===== src/rtl/uart_pkg.sv =====
// uart_pkg: shared definitions for the UART echo buffer.
//   - mode_e     : transform select encodings driven on the 'mode' port
//   - tx_state_e : transmit scheduler FSM states
//   - transform(): byte transform applied before a byte is queued
package uart_pkg;

  typedef enum logic [1:0] {
    MODE_PASS = 2'd0,
    MODE_ADD  = 2'd1,
    MODE_INV  = 2'd2,
    MODE_REV  = 2'd3
  } mode_e;

  typedef enum logic [1:0] {
    ST_IDLE      = 2'd0,
    ST_SEND      = 2'd1,
    ST_WAIT_DONE = 2'd2,
    ST_GAP       = 2'd3
  } tx_state_e;

  // Widest byte the transform supports. Callers zero-extend their data into
  // this width and truncate the result back to their own width. The
  // truncation is what makes the add mode wrap modulo 2^width.
  localparam int XFORM_W  = 32;
  localparam int XFORM_IW = $clog2(XFORM_W);

  function automatic logic [XFORM_W-1:0] transform(
    input mode_e              mode,
    input logic [XFORM_W-1:0] data,
    input int                 width,
    input logic [XFORM_W-1:0] add_value
  );
    logic [XFORM_W-1:0]  res;
    logic [XFORM_IW-1:0] dst;
    logic [XFORM_IW-1:0] src;
    res = '0;
    case (mode)
      MODE_PASS: res = data;
      MODE_ADD:  res = data + add_value;
      MODE_INV:  res = ~data;
      MODE_REV: begin
        // Reverse only the low 'width' bits; bits above stay zero.
        for (int i = 0; i < XFORM_W; i++) begin
          dst = XFORM_IW'(i);
          src = XFORM_IW'(width - 1 - i);
          if (i < width) res[dst] = data[src];
        end
      end
      default: res = data;
    endcase
    return res;
  endfunction

endpackage


===== src/rtl/uart_echo_buffer_if.sv =====
// uart_echo_buffer_if: byte handshake between the UART cores and the buffer.
//   rx_valid/rx_data : strobe and byte from the RX core
//   tx_done          : end-of-stop-bit strobe from the TX core
//   tx_start/tx_data : one-cycle request and held byte to the TX core
// modport master: the side that owns the UART cores (board top, bench).
// modport slave : the echo buffer.
interface uart_echo_buffer_if #(
  parameter int DATA_W = 8
) ();
  logic              rx_valid;
  logic [DATA_W-1:0] rx_data;
  logic              tx_done;
  logic              tx_start;
  logic [DATA_W-1:0] tx_data;

  modport master (
    output rx_valid, rx_data, tx_done,
    input  tx_start, tx_data
  );

  modport slave (
    input  rx_valid, rx_data, tx_done,
    output tx_start, tx_data
  );
endinterface


===== src/rtl/sync_fifo.sv =====
// sync_fifo: single-clock FIFO with occupancy count.
//   CLK, RST : clock, synchronous active-high reset
//   push     : write wr_data at the tail. The caller only pushes when
//              there is room or when a pop happens in the same cycle.
//   pop      : advance the head. The caller only pops when not empty.
//   rd_data  : current head entry, readable without a pop
//   count    : occupancy 0..DEPTH; full/empty decoded from it
module sync_fifo #(
  parameter int DATA_W = 8,
  parameter int DEPTH  = 16
) (
  input  logic                     CLK,
  input  logic                     RST,
  input  logic                     push,
  input  logic                     pop,
  input  logic [DATA_W-1:0]        wr_data,
  output logic [DATA_W-1:0]        rd_data,
  output logic [$clog2(DEPTH):0]   count,
  output logic                     full,
  output logic                     empty
);

  localparam int AW = $clog2(DEPTH);
  localparam int CW = AW + 1;

  logic [DATA_W-1:0] mem [DEPTH];
  logic [AW-1:0]     wr_ptr;
  logic [AW-1:0]     rd_ptr;

  // DEPTH is a power of two, so the pointers wrap on their own.
  // NOTE: sequential state uses non-blocking assignments so every register
  // samples the pre-edge values regardless of statement order.
  always_ff @(posedge CLK) begin
    if (RST) begin
      wr_ptr <= '0;
      rd_ptr <= '0;
      count  <= '0;
    end else begin
      if (push) wr_ptr <= wr_ptr + 1'b1;
      if (pop)  rd_ptr <= rd_ptr + 1'b1;
      case ({push, pop})
        2'b10:   count <= count + 1'b1;
        2'b01:   count <= count - 1'b1;
        default: count <= count;
      endcase
    end
  end

  // NOTE: the storage array has no reset. Its entries are only observable
  // after being written, and leaving reset off keeps it mappable to RAM.
  always_ff @(posedge CLK) begin
    if (push) mem[wr_ptr] <= wr_data;
  end

  // On push+pop when full, wr_ptr == rd_ptr. The head is read here before
  // the edge overwrites that slot.
  assign rd_data = mem[rd_ptr];
  assign full    = (count == CW'(DEPTH));
  assign empty   = (count == '0);

endmodule


===== src/rtl/uart_echo_buffer.sv =====
// uart_echo_buffer: transforms received bytes, queues them and releases them
// to the TX core one at a time. An optional idle gap follows each frame.
//   CLK, RST   : clock, synchronous active-high reset
//   mode       : transform select (uart_pkg::mode_e), sampled with rx_valid
//   bus        : RX/TX handshake (uart_echo_buffer_if.slave)
//   last_rx    : last raw rx_data seen, whether it was accepted or dropped
//   fifo_count : queue occupancy 0..DEPTH
//   overflow   : sticky, set by the first dropped byte
//   drop_count : dropped bytes, saturating at 16'hFFFF
module uart_echo_buffer
  import uart_pkg::*;
#(
  parameter int          DATA_W    = 8,
  parameter int          DEPTH     = 16,
  parameter int unsigned GAP_TICKS = 5000000,
  parameter int          ADD_VALUE = 1
) (
  input  logic                   CLK,
  input  logic                   RST,
  input  logic [1:0]             mode,
  uart_echo_buffer_if.slave      bus,
  output logic [DATA_W-1:0]      last_rx,
  output logic [$clog2(DEPTH):0] fifo_count,
  output logic                   overflow,
  output logic [15:0]            drop_count
);

  localparam logic [31:0] GAP_LAST = 32'(GAP_TICKS) - 32'd1;

  tx_state_e         state;
  tx_state_e         next_state;
  logic              pop;
  logic              push;
  logic              drop;
  logic              fifo_full;
  logic              fifo_empty;
  logic [DATA_W-1:0] fifo_head;
  logic [DATA_W-1:0] wr_data;
  logic [31:0]       gap_cnt;

  // The transform is applied at push time, so a later mode change leaves
  // already-queued bytes untouched.
  assign wr_data = DATA_W'(transform(mode_e'(mode), XFORM_W'(bus.rx_data),
                                     DATA_W, XFORM_W'(ADD_VALUE)));

  // A full FIFO still accepts a byte when the head leaves in the same cycle.
  assign push = bus.rx_valid && (!fifo_full || pop);
  assign drop = bus.rx_valid && fifo_full && !pop;

  sync_fifo #(
    .DATA_W (DATA_W),
    .DEPTH  (DEPTH)
  ) u_fifo (
    .CLK     (CLK),
    .RST     (RST),
    .push    (push),
    .pop     (pop),
    .wr_data (wr_data),
    .rd_data (fifo_head),
    .count   (fifo_count),
    .full    (fifo_full),
    .empty   (fifo_empty)
  );

  always_ff @(posedge CLK) begin
    if (RST) state <= ST_IDLE;
    else     state <= next_state;
  end

  // NOTE: every output of this block gets a default first, so no path
  // through the case leaves one unassigned and no latch is inferred.
  always_comb begin
    next_state = state;
    pop        = 1'b0;
    case (state)
      ST_IDLE: begin
        if (!fifo_empty) begin
          pop        = 1'b1;
          next_state = ST_SEND;
        end
      end
      ST_SEND:      next_state = ST_WAIT_DONE;
      ST_WAIT_DONE: begin
        if (bus.tx_done) next_state = (GAP_TICKS != 0) ? ST_GAP : ST_IDLE;
      end
      ST_GAP: begin
        if (gap_cnt == GAP_LAST) next_state = ST_IDLE;
      end
      default: next_state = ST_IDLE;
    endcase
  end

  // The counter is held at zero outside GAP, so it starts from 0 on entry.
  always_ff @(posedge CLK) begin
    if (RST || state != ST_GAP) gap_cnt <= '0;
    else                        gap_cnt <= gap_cnt + 32'd1;
  end

  // tx_start and tx_data are registered from the pop decision. tx_data only
  // changes on a pop, so it stays stable until the next tx_start.
  always_ff @(posedge CLK) begin
    if (RST) begin
      bus.tx_start <= 1'b0;
      bus.tx_data  <= '0;
    end else begin
      bus.tx_start <= pop;
      if (pop) bus.tx_data <= fifo_head;
    end
  end

  always_ff @(posedge CLK) begin
    if (RST) begin
      last_rx    <= '0;
      overflow   <= 1'b0;
      drop_count <= '0;
    end else begin
      if (bus.rx_valid) last_rx <= bus.rx_data;
      if (drop) begin
        overflow <= 1'b1;
        if (drop_count != 16'hFFFF) drop_count <= drop_count + 16'd1;
      end
    end
  end

endmodule


===== src/flat_wrapper.sv =====
// flat-port wrapper written by rule: the top's interface ports become plain ports
module uart_echo_buffer_flat import uart_pkg::*;
#(
  parameter int          DATA_W    = 8,
  parameter int          DEPTH     = 16,
  parameter int unsigned GAP_TICKS = 5000000,
  parameter int          ADD_VALUE = 1
)
  (CLK, RST, mode, last_rx, fifo_count, overflow, drop_count, bus_rx_valid, bus_rx_data, bus_tx_done, bus_tx_start, bus_tx_data);
  uart_echo_buffer_if #(.DATA_W(DATA_W)) bus_i ();
  input  logic CLK;
  input  logic RST;
  input  logic [1:0] mode;
  output logic [DATA_W-1:0] last_rx;
  output logic [$clog2(DEPTH):0] fifo_count;
  output logic overflow;
  output logic [15:0] drop_count;
  input wire logic [$bits(bus_i.rx_valid)-1:0] bus_rx_valid;
  input wire logic [$bits(bus_i.rx_data)-1:0] bus_rx_data;
  input wire logic [$bits(bus_i.tx_done)-1:0] bus_tx_done;
  output wire logic [$bits(bus_i.tx_start)-1:0] bus_tx_start;
  output wire logic [$bits(bus_i.tx_data)-1:0] bus_tx_data;
  assign bus_i.rx_valid = bus_rx_valid;
  assign bus_i.rx_data = bus_rx_data;
  assign bus_i.tx_done = bus_tx_done;
  assign bus_tx_start = bus_i.tx_start;
  assign bus_tx_data = bus_i.tx_data;
  uart_echo_buffer #(.DATA_W(DATA_W), .DEPTH(DEPTH), .GAP_TICKS(GAP_TICKS), .ADD_VALUE(ADD_VALUE)) u_core (.CLK(CLK), .RST(RST), .mode(mode), .bus(bus_i), .last_rx(last_rx), .fifo_count(fifo_count), .overflow(overflow), .drop_count(drop_count));
endmodule

===== config.mk =====
export PLATFORM = sky130hd
export DESIGN_NAME = uart_echo_buffer_flat
export DESIGN_NICKNAME = d
export VERILOG_FILES = /design/src/rtl/uart_pkg.sv /design/src/rtl/uart_echo_buffer_if.sv /design/src/rtl/sync_fifo.sv /design/src/rtl/uart_echo_buffer.sv /design/src/flat_wrapper.sv
export SDC_FILE = /design/constraint.sdc
export NUM_CORES = 1
export LEC_CHECK = 0
export ABC_AREA = 1
export BUFFER_PORTS_ARGS = -buffer_cell sky130_fd_sc_hd__buf_2
export CORE_MARGIN = 10
export CORE_UTILIZATION = 35
export CTS_CLUSTER_SIZE = 30
export DETAILED_ROUTE_END_ITERATION = 12
export HOLD_SLACK_MARGIN = 0.03
export SYNTH_ARGS = -nofsm -noshare
export SYNTH_HDL_FRONTEND = slang
export SYNTH_SLANG_ARGS = --single-unit
export TNS_END_PERCENT = 50

===== constraint.sdc =====
create_clock -name CLK -period 5.4 [get_ports CLK]
set_input_delay 1.08 -clock CLK [delete_from_list [all_inputs] [get_ports CLK]]
set_output_delay 1.08 -clock CLK [all_outputs]
set_load 0.02 [all_outputs]

* Word level (Yosys, flattened, before mapping)
Memory sizes are Yosys's and may differ from the RTL's. A register that Yosys moved wholly into a read port is not among the register bits.
Index checks and enable logic that the tools add are counted.
** Word-level totals
- Flip-flop bits (word level) :: 73
- RAM bits :: 128
- Bits of input ports :: 14
- Output and inout bits :: 39
- Word-level logic and storage cells :: 56
- Memories kept :: 1
** Operators by class
- Add/sub/neg operators :: 7
- Equality and inequality tests :: 15
- Multiplexer cells :: 10
- Bitwise gates (word level) :: 1
- Reduce and logical (&&, ||, !) cells :: 13
** Memories
- u_core.u_fifo.mem :: depth 16, bits a word 8, rd ports 1, clocked after Yosys merged registers in 1, write ports 1, line sync_fifo.sv:26 : logic [DATA_W-1:0] mem [DEPTH];
** Operator list (number)
- 32-bit by 1-bit adder with 32-bit output, second input constant :: 1
- 32-bit by 23-bit == test with 1-bit output, second input constant :: 1
- 8-bit one-hot mux with 4 select lines :: 1
- 16-bit by 1-bit adder with 16-bit output, second input constant :: 1
- 16-bit != test, second input constant :: 1
- 2-bit == test, second input constant :: 5
- 5-bit one-hot mux with 2 select lines :: 1
- 4-bit by 1-bit adder with 4-bit output, second input constant :: 2
- 8-bit by 1-bit adder with 8-bit output, second input constant :: 1
- 8-bit NOT :: 1
- 2-bit one-hot mux with 4 select lines :: 1
- 2-bit by 1-bit == test with 1-bit output, second input constant :: 3
- 2-bit 2-to-1 mux :: 3
- 2-bit != test, second input constant :: 3
- 5-bit by 1-bit adder with 5-bit output, second input constant :: 1
- 5-bit == test, second input constant :: 1
- 5-bit zero test :: 1
- 5-bit by 1-bit subtractor with 5-bit output, second input constant :: 1
- 2-bit zero test :: 2
- 1-bit 2-to-1 mux :: 4
- 1-bit logical AND :: 3
- 3-bit AND reduction :: 1
- 1-bit zero test :: 2
- 1-bit logical OR :: 2
- 3 further kinds :: 3

* Logic depth before layout (Yosys ltp)
- Depth in word-level cells :: 7
- Depth in mapped cells :: 15
- Depth with buffers taken out :: 15

* Cells and area by module
From an unflattened synthesis, not the netlist that was laid out.
** Unflattened totals
- Cells, all modules :: 1117
- Area, all modules :: 9930.8 um^2
** By module, submodules not included
- sync_fifo :: times used 1, cells each 536, area an instance 6152.2 um^2, sequential area each 4184.0 um^2
- uart_echo_buffer :: times used 1, cells each 581, area an instance 3778.6 um^2, sequential area each 1361.3 um^2

* Least setup slack after synthesis
OpenSTA, ideal clock, no wires.
- Kind :: input-to-reg
- Start point :: input bus_rx_valid
- End point :: register u_core.u_fifo.count[4]
- Arrival :: 2.359 ns
- Data required time :: 5.285 ns
- Setup slack :: 2.926 ns
- Cell stages on the path :: 10
- Cells stage by stage :: buf_2 inv_1 nand3_1 inv_1 ha_1 or2_2 nand3_1 nand3_1 nand2_1 nor2_1
** On the way
- Word-level cells in the longest chain between the ends :: 3
** RTL lines
- start, declared :: line flat_wrapper.sv:18 : input wire logic [$bits(bus_i.rx_valid)-1:0] bus_rx_valid;
- 1-bit logical AND (*) :: line uart_echo_buffer.sv:47 : assign push = bus.rx_valid && (!fifo_full || pop);
- 2-bit by 1-bit == test with 1-bit output or 2-bit == test (tied branches) :: line sync_fifo.sv:41 : case ({push, pop})
- 5-bit one-hot mux with 2 select lines or 2-bit nonzero test (tied branches)
- end signal, assigned :: line sync_fifo.sv:42 : 2'b10: count <= count + 1'b1;
- end signal, assigned :: line sync_fifo.sv:43 : 2'b01: count <= count - 1'b1;
- end signal, assigned :: line sync_fifo.sv:44 : default: count <= count;
- end, declared :: line sync_fifo.sv:18 : output logic [$clog2(DEPTH):0] count,
Mark *: on every way between the ends. The rest lies on a longest branch, timed or not.
A chain may end at the register's enable or synchronous reset.

* Worst setup path after layout
- Start point :: input mode[1]
- End point :: memory u_core.u_fifo.mem[14][1] (data pin)
** On the way
- Word-level cells in the longest chain between the ends :: 2
** RTL lines
- start, declared :: line flat_wrapper.sv:13 : input logic [1:0] mode;
- 2-bit == test, or another cell as far along :: line uart_pkg.sv:37 : case (mode)
- 8-bit one-hot mux with 4 select lines (*) :: line uart_pkg.sv:37
- named net u_core.u_fifo.wr_data[1] :: line sync_fifo.sv:16 : input logic [DATA_W-1:0] wr_data,
- end, declared :: line sync_fifo.sv:26
Mark *: on every way through the listed nets, which the timed path passes. The rest lies on a longest branch.

==> impl_metrics.json <==
{
  "cp.buffers_inverters": 2,
  "cts_hold_buffers": 0,
  "crit_path_end": "u_core.u_fifo.mem[14][1]$_DFFE_PP_",
  "slew_headroom": 0.134,
  "worstRegToRegCells": 8,
  "root_buffer": "clkbuf_16",
  "synthCells": 990,
  "wl_per_cell_um": 16.3,
  "ys_ff_latch": 209,
  "swShare": 0.306,
  "dpl-instance-area_sq_mm": 0.00989,
  "clock.fmax_ghz": 0.407,
  "tightest_slew_ns": 1.29,
  "cp-end-kind": "flop",
  "synth_most_common_cell": "nor2_1",
  "core_sq_mm": 0.0261,
  "seqCellArea_sq_mm": 0.00547,
  "powerDensity_mw_per_mm2": 421,
  "synth_warnings": 0,
  "yosysUniqueCellTypes": 44,
  "die_h_um": 183,
  "io_pins": 53,
  "cpPeakStageDelay_ns": 1.00,
  "totalWireLength_mm": 22.7,
  "post_cts.repair.setup_buffers": 0,
  "power_leakage_nw": 3.85,
  "vdd_ir_drop_max_uv": 239,
  "synth.area.top_cells": "edfxtp_1, dfxtp_1, nor2_1",
  "critical-path-slowest-cell": "o21ai_1",
  "drc": 0,
  "vias": 7121,
  "grt_pass1_wl_mm": 37.0,
  "yosysSeqAreaShare": 0.587,
  "start_util": 0.356,
  "drv_slew": 0,
  "grt_overflow": 0,
  "r2r_setup_slack_ns": 3.00,
  "worst-endpoint-required_ns": 5.52,
  "min_period_ns": 2.46,
  "whs_ns": 0.460,
  "min_path_type": "reg2reg",
  "rsz0062_at_grt": "false",
  "syn2layout_area_growth_pct": 14.9,
  "r2r_end": "u_core.bus.tx_data[6]$_SDFFE_PP0N_",
  "status": "finished, final reports clean",
  "yosys-top-cells-count": "nor2_1, edfxtp_1, nand2_1",
  "p_seq_frac": 0.410,
  "multi_input_area_sq_mm": 0.00328,
  "fin_crit_sh": 0.455,
  "dr.pass1.iters": 5,
  "clk_latency_ns": 0.51,
  "hold_violations": 0,
  "cts.clk_slew.worst_paths_ns": 0.06,
  "dp_hpwl_mm": 15.0,
  "combPwrFrac": 0.217,
  "portBuffers": 52,
  "grt_max_degree": 67,
  "crit_family": "compound AO/OA/AOI/OAI gates",
  "worst_ep_arrival_time_ns": 2.57,
  "crit_start": "mode[1]",
  "synth_enable_flop_cells": 128,
  "gp_congestion": 0.902,
  "dieWidth_um": 183,
  "synth_top_area_frac": 0.413,
  "setup_viol": 0,
  "final_layout_size_suffix_gt1_frac": 0.119,
  "die-area_sq_mm": 0.0335,
  "final_area_sq_mm": 0.0107,
  "cp_num_cells": 4,
  "fin_setup_tns_ns": 0,
  "syn-num-nets": 1017,
  "cts_buffers": 23,
  "p_switching_mw": 1.38,
  "fin_skew_ns": 0.0150,
  "antenna_cells": 0,
  "synth.avg_cell_area_sq_um": 9.40,
  "cts_resized": 0,
  "cts_max_level": 1,
  "netlist_area_sq_mm": 0.00931,
  "grt_usage": 0.133,
  "synth_top_cell_by_area": "edfxtp_1",
  "fin_nets": 1067,
  "worstPathMaxFanout": 16,
  "pwr-share-clk": 0.372,
  "start_kind": "primary input",
  "path_class": "in2reg",
  "routed_via_density": 5.12,
  "antenna_found_initial": 0,
  "synthArstFlopShare": 0,
  "drt_iter0_drc": 607,
  "cts_sinks": 209,
  "num_rows": 59,
  "n_fill_cell": 2612,
  "maxCapViolations": 0,
  "ys.flop_type": "edfxtp_1",
  "timing.rr.start": "u_core.u_fifo.rd_ptr[1]$_SDFFE_PP0N_",
  "cts.path.max_buffers": 3,
  "internal_power_mw": 3.13,
  "tritoncts": "yes",
  "path_cells": "buf_2 > nor2_1 > inv_1 > o21ai_1",
  "detail-route-antenna-nets": 0,
  "grt_pass1_vias": 6806
}
[routing by layer]
layer,routed length (um),GRT usage,share of wire,up-vias
met5,0,0,0,-
met4,528,0.0374,0.023,0
met3,1100,0.0221,0.048,35
met2,10700,0.217,0.47,161
met1,10400,0.179,0.46,3359
li1,-,-,-,3566
[layout make-up]
cell class              instances  share of cell area
clock buffers                  27              0.0561
clock inverters                15              0.0199
inverters                     105              0.0368
multi-input cells             640               0.306
flip-flops and latches        209               0.511
well taps                     335              0.0392
repair buffers                 61              0.0306
[how the worst min path moves through the flow]
stage                                       from                                 to  slack (ns)  depth (start not counted)
6_report            u_core.gap_cnt[0]$_SDFF_PP0_       u_core.gap_cnt[0]$_SDFF_PP0_        0.46                          1
5_1_grt        u_core.drop_count[4]$_SDFFE_PP0P_  u_core.drop_count[4]$_SDFFE_PP0P_        0.50                          2
4_1_cts             u_core.gap_cnt[0]$_SDFF_PP0_       u_core.gap_cnt[0]$_SDFF_PP0_        0.47                          1
3_5_place_dp        u_core.gap_cnt[0]$_SDFF_PP0_       u_core.gap_cnt[0]$_SDFF_PP0_        0.46                          1
3_3_place_gp        u_core.gap_cnt[0]$_SDFF_PP0_       u_core.gap_cnt[0]$_SDFF_PP0_        0.44                          1
2_1_floorplan       u_core.gap_cnt[0]$_SDFF_PP0_       u_core.gap_cnt[0]$_SDFF_PP0_        0.43                          1
[through the flow]
| stage | setup WS [ns] | cells | utilization | total power [mW] |
|---|---|---|---|---|
| after floorplan | 2.93 | 990 | - | 2.59 |
| after global placement | 2.48 | 1350 | 0.378 | 2.86 |
| after detailed placement | 2.43 | 1350 | 0.378 | 2.86 |
| after CTS | 2.95 | 1392 | 0.409 | 4.55 |
| after global routing | 2.75 | 1392 | 0.409 | 4.74 |
| final | 2.94 | 1392 | 0.409 | 4.50 |
[power groups by stage]
stage / combinational [mW] / sequential [mW] / clock, mW
3_5_place_dp: 0.984 / 1.88 / 0
4_1_cts: 0.988 / 1.85 / 1.72
6_report: 0.980 / 1.85 / 1.68
2_1_floorplan: 0.664 / 1.93 / 0
3_3_place_gp: 0.975 / 1.88 / 0
5_1_grt: 1.11 / 1.86 / 1.77
[state kept, by name, indices dropped and copies added (netlist names)]
signal	cells
u_core.u_fifo.mem	128
u_core.gap_cnt	32
u_core.drop_count	16
u_core.bus.tx_data	8
u_core.last_rx	8
u_core.u_fifo.count	5
u_core.u_fifo.rd_ptr	4
u_core.u_fifo.wr_ptr	4
u_core.state	2
u_core.bus.tx_start	1
u_core.overflow	1
[cell families (layout without fill, tap and decap cells)]
| group | count (synthesis) | after routing | share of synthesized area |
|---|---|---|---|
| buffers and inverters | 141 | 208 | 0.0606 |
| XOR/XNOR | 9 | 9 | 0.00847 |
| flip-flops | 209 | 209 | 0.587 |
| adder cells (fa/ha/maj) | 13 | 13 | 0.0175 |
| AO/OA/AOI/OAI | 229 | 229 | 0.143 |
| AND/OR/NAND/NOR | 389 | 389 | 0.183 |
[cells in the final DEF (no fill, tap or decap), types with 5 or more instances in the layout]
master,count
dfxtp_1,80
clkbuf_16,23
bufinv_16,5
o21ai_0,93
buf_4,9
nor4_1,6
inv_1,94
edfxtp_1,128
o211ai_1,25
a21oi_1,55
nor2_2,7
nor2_1,150
buf_2,52
nand4_1,16
o221ai_1,17
nand2_1,119
nor3_1,20
ha_1,13
xor2_1,8
clkinv_1,6
inv_2,7
o21ai_1,12
nand3_1,51
o22ai_1,12
Note: power is estimated with default switching activity, not from simulation.
